==> config.mk <==
export PLATFORM = sky130hd
export DESIGN_NAME = sram_ctrl
export DESIGN_NICKNAME = d
export VERILOG_FILES = /design/src/rtl/sram_ctrl.sv
export SDC_FILE = /design/constraint.sdc
export NUM_CORES = 1
export LEC_CHECK = 0
export BUFFER_PORTS_ARGS = -buffer_cell sky130_fd_sc_hd__buf_2
export CORE_MARGIN = 4
export CORE_UTILIZATION = 35
export CTS_CLUSTER_DIAMETER = 200
export DETAILED_ROUTE_END_ITERATION = 10
export HOLD_SLACK_MARGIN = 0.08
export PLACE_DENSITY = 0.69
export SYNTH_ARGS = -nofsm -noshare
export SYNTH_HDL_FRONTEND = slang
export SYNTH_SLANG_ARGS = --single-unit
export TNS_END_PERCENT = 100
==> constraint.sdc <==
create_clock -name clk -period 6.62 [get_ports clk]
set_clock_uncertainty 0.1 [all_clocks]
set_input_delay 1.324 -clock clk [delete_from_list [all_inputs] [get_ports clk]]
set_output_delay 1.324 -clock clk [all_outputs]
set_load 0.01 [all_outputs]
==> src/rtl/sram_ctrl.sv <==
// Initiator for the bcrypt S-box SRAM word port: one request in, one four-phase
// SRAM access, one response out, with access timeout and op_type checking.
//
// state   | meaning
// --------+-----------------------------------------------------------
// IDLE    | SRAM idle-driven; req_ready high while data_ready is low
// ACCESS  | wl/rw_sel/bl driven, waiting for data_ready or timeout
// RESP    | SRAM idle-driven, response held until rsp_ready
// RELEASE | waiting for data_ready to fall (bounded by timeout)
module sram_ctrl #(
  parameter int ADDR_W  = 8,
  parameter int DATA_W  = 64,
  parameter int TIMEOUT = 15
) (
  input  logic              clk,
  input  logic              rst,
  input  logic              req_valid,
  output logic              req_ready,
  input  logic              req_write,
  input  logic [ADDR_W-1:0] req_addr,
  input  logic [DATA_W-1:0] req_wdata,
  output logic              rsp_valid,
  input  logic              rsp_ready,
  output logic              rsp_write,
  output logic [DATA_W-1:0] rsp_rdata,
  output logic              rsp_err,
  output logic [ADDR_W-1:0] sram_wl,
  output logic              sram_rw_sel,
  output logic [DATA_W-1:0] sram_bl,
  input  logic              sram_data_ready,
  input  logic              sram_op_type,
  input  logic [DATA_W-1:0] sram_rdata
);

  localparam int TMR_W = $clog2(TIMEOUT + 1);
  localparam logic [TMR_W-1:0] TMR_LIM = TMR_W'(TIMEOUT);

  typedef enum logic [1:0] {
    IDLE    = 2'd0,
    ACCESS  = 2'd1,
    RESP    = 2'd2,
    RELEASE = 2'd3
  } state_t;

  state_t           state;
  logic [TMR_W-1:0] tmr;
  logic [TMR_W-1:0] tmr_next;
  logic             tmr_done;
  logic             wr_q;
  logic             op_bad;

  // Saturating timer: once at the limit it stays there.
  assign tmr_next = (tmr == TMR_LIM) ? tmr : tmr + TMR_W'(1);
  assign tmr_done = (tmr_next == TMR_LIM);
  assign op_bad   = (sram_op_type != wr_q);

  always_ff @(posedge clk or posedge rst) begin
    if (rst) begin
      state       <= IDLE;
      tmr         <= '0;
      wr_q        <= 1'b0;
      req_ready   <= 1'b0;
      rsp_valid   <= 1'b0;
      rsp_write   <= 1'b0;
      rsp_rdata   <= '0;
      rsp_err     <= 1'b0;
      sram_wl     <= '0;
      sram_rw_sel <= 1'b0;
      sram_bl     <= '0;
    end else begin
      case (state)
        IDLE: begin
          if (req_valid && req_ready) begin
            wr_q        <= req_write;
            tmr         <= '0;
            req_ready   <= 1'b0;
            sram_wl     <= req_addr;
            sram_rw_sel <= req_write;
            // Reads precharge the bit lines high; writes drive the data.
            sram_bl     <= req_write ? req_wdata : '1;
            state       <= ACCESS;
          end else begin
            req_ready <= !sram_data_ready;
          end
        end

        ACCESS: begin
          tmr <= tmr_next;
          if (sram_data_ready || tmr_done) begin
            // data_ready has priority over a coincident timeout.
            if (sram_data_ready) begin
              rsp_err   <= op_bad;
              rsp_rdata <= (!wr_q && !op_bad) ? sram_rdata : '0;
            end else begin
              rsp_err   <= 1'b1;
              rsp_rdata <= '0;
            end
            rsp_write   <= wr_q;
            rsp_valid   <= 1'b1;
            sram_wl     <= '0;
            sram_rw_sel <= 1'b0;
            sram_bl     <= '0;
            state       <= RESP;
          end
        end

        RESP: begin
          if (rsp_ready) begin
            rsp_valid <= 1'b0;
            tmr       <= '0;
            state     <= RELEASE;
          end
        end

        RELEASE: begin
          tmr <= tmr_next;
          // A stuck data_ready here is dropped silently; the response is gone.
          if (!sram_data_ready || tmr_done) begin
            req_ready <= !sram_data_ready;
            state     <= IDLE;
          end
        end

        default: state <= IDLE;
      endcase
    end
  end

endmodule

==> metrics.md <==
| Metric | Value |
|---|---|
| Status | `finished clean` |
| Final std cells w/o fill | `962` |
| Period utilization | `40.6%` |
| Port Buffers | `283` |
| Initial Utilization | `35.8%` |
| R2R Path End | `rsp_rdata[49]$_DFFE_PP0P_` |
| Wire per inst | `16.6 um` |
| Global route overflow | `0` |
| Synth area leader | `dfrtp_1` |
| Overall Global Routing Usage | `16.6%` |
| CP Data Required Time | `6.86 ns` |
| Hold/Removal Path Class | `flop to flop` |
| Area delta synth->final | `37.1%` |
| Share of cells above drive strength 1 | `44.0%` |
| Final setup vio count | `0` |
| FMAX | `0.372 GHz` |
| Die Width | `139 um` |
| Fin. max-slew vios | `0` |
| Max-slew headroom | `19.2%` |
| DR pass1 iterations | `4` |
| Startpoint types | `input port` |
| CTS clk-pin slew, worst paths | `0.06 ns` |
| Crit-path max FO | `64` |
| Syn Inst Count | `460` |
| Mapped Area | `5970 sq um` |
| Worst-Margin Slew | `1.21 ns` |
| Cts bufs inserted | `17` |
| Post-synth top area share | `62.1%` |
| # H-tree levels | `4` |
| Drt via density | `4.93` |
| DR vias | `4746` |
| Worst r2r src | `state[1]$_DFFE_PP0P_` |
| NumNets Final | `879` |
| Antenna violations before repair | `1` |
| Initial DRC count | `135` |
| Hold path endpoint | `sram_bl[10]$_DFFE_PP0P_` |
| Ranking of synthesized cells by area | `dfrtp_1 62%, a22o_1 20%, nand2b_1 7.0%` |
| Core Box Area | `16600 sq um` |
| Synth Warn # | `0` |
| Number of distinct library cells after synthesis | `35` |
| Fin. Hold Viols | `0` |
| FF-to-FF path depth | `4` |
| CP Capture Type | `flop` |
| TNS Setup | `0 ns` |
| Root Driver | `clkbuf_16` |
| Post-CTS resize count | `0` |
| Placed inst area | `7540 sq um` |
| First-pass GRT wire length | `26200 um` |
| CP Class | `input port to flop` |
| Syn_area_per_cell | `13.0 sq um` |
| Register area share after synthesis | `62.1%` |
| Pleak | `4.40 nW` |
| Pin count of the biggest net entering global routing | `82` |
| Hold Buf Count CTS | `0` |
| Detailed placer's ending HPWL | `10800 um` |
| Vias in the first global route | `4863` |
| Peak supply drop | `0.259 mV` |
| R2r setup slk | `4.04 ns` |
| Rows | `47` |
| Clock sinks | `148` |
| Placed Cells | `931` |
| Post-synthesis net count | `609` |
| Placer congestion estimate | `0.814` |
| Vert. Die Dim | `139 um` |
| Post-CTS setup buffers | `0` |
| Synthesized flop and latch total | `148` |
| Leading cell type in the layout, fill and taps excluded | `buf_2` |
| Insertion delay to the later sink of the worst-skew pair | `0.41 ns` |
| Most frequent cells in the layout | `283 x buf_2, 148 x dfrtp_1, 135 x a22o_1, 67 x nand2b_1, 17 x clkbuf_16` |
| Hold path start | `sram_bl[10]$_DFFE_PP0P_` |
| Worst Path Arrival | `2.92 ns` |
| Max-Cap Viols | `0` |
| CTS max path bufs | `2` |
| I/O pin count | `284` |
| PD cells | `480 nW/um^2` |
| Crit path time final | `2.69 ns` |
| Hold path depth | `1` |
| DIE AREA | `19200 sq um` |
| Final Instance Area | `8180 sq um` |
| DRC Markers | `0` |
| CTS tree | `yes` |
| Unrepaired setup endpoints after global routing | `false` |
| Number of routed nets with antenna violations | `0` |
| Total Wirelength | `15900 um` |
critical path, cell delays in order:
cell and delay [ns]:
buf_2 0.09, inv_1 0.07, ha_1 0.14, and3_2 0.99, a22o_1 0.27
registers in the layout, indices dropped and copies added (netlist names), 2 cells and up:
register	cells
tmr	4
state	2
rsp_rdata	64
sram_wl	8
sram_bl	64
synthesized netlist by cell type (all sizes together):
| cell | count |
|---|---|
| nor2 | 7 |
| nor2b | 1 |
| ha | 6 |
| or2 | 1 |
| mux2i | 3 |
| o21ai | 6 |
| a22o | 135 |
| a41oi | 1 |
| o22ai | 1 |
| nand4 | 3 |
| inv | 12 |
| o311ai | 1 |
| nand2 | 6 |
| o32ai | 1 |
| a31oi | 1 |
| o21a | 1 |
| nand3 | 3 |
| nand4bb | 2 |
| a31o | 1 |
| nand3b | 1 |
| a21boi | 2 |
| nand2b | 67 |
| o2bb2ai | 1 |
| and3 | 1 |
| mux2 | 2 |
| dfrtp | 148 |
| clkbuf | 23 |
| a21oi | 9 |
| buf | 14 |
layer usage:
metal,global-route usage (%),wire length [um],vias up
met2,24.7,6980,233
met4,4.84,239,0
met1,22.6,7070,2268
met3,6.79,1640,15
li1,-,-,2230
met5,0,0,-
worst max path at each step:
stage | endpoint | cells past startpoint | slack, ns | startpoint
2_1_floorplan | req_ready$_DFFE_PP0P_ | 1 | 1.22 | rst
3_3_place_gp | rsp_rdata[30]$_DFFE_PP0P_ | 5 | 3.57 | sram_op_type
3_5_place_dp | rsp_rdata[45]$_DFFE_PP0P_ | 5 | 3.51 | sram_op_type
4_1_cts | rsp_rdata[49]$_DFFE_PP0P_ | 5 | 3.95 | sram_op_type
5_1_grt | sram_bl[2]$_DFFE_PP0P_ | 3 | 3.78 | rst
6_report | rsp_rdata[49]$_DFFE_PP0P_ | 5 | 3.93 | sram_op_type
cell families after synthesis:
family	after synthesis	share of synthesized area (%)
DFF	148	62.1
AOI/OAI and AO/OA	160	22.7
buffers and inverters	49	3.84
and+or+nand+nor	92	9.23
adders and majority gates	6	1.26
muxes	5	0.881
per-stage QoR:
stage | util (%) | worst slack, ns | hold WS (ns) | power, mW
2_1_floorplan | - | 1.22 | 0.360 | 2.34
3_3_place_gp | 45.3 | 3.57 | 0.374 | 2.89
3_5_place_dp | 45.3 | 3.51 | 0.386 | 2.92
4_1_cts | 49.1 | 3.95 | 0.404 | 3.98
5_1_grt | 49.2 | 3.78 | 0.411 | 4.18
6_report | 49.2 | 3.93 | 0.400 | 3.92
report_power, final:
part	switching, mW	internal, mW	total, mW	leakage, nW
combinational	0.750	0.650	1.40	2.12
clock	0.371	0.667	1.04	0.306
sequential	0.213	1.27	1.49	1.97
layout make-up:
cell class	instances	area [sq um]
Fill cell	1499	8460
Sequential cell	148	3700
Multi-Input combinational cell	263	2060
Timing Repair Buffer	288	1450
Clock buffer	18	429
Tap cell	220	275
Clock inverter	12	206
Inverter	12	50.0
Antenna cell	1	2.50
Note: power is estimated with default switching activity, not from simulation.
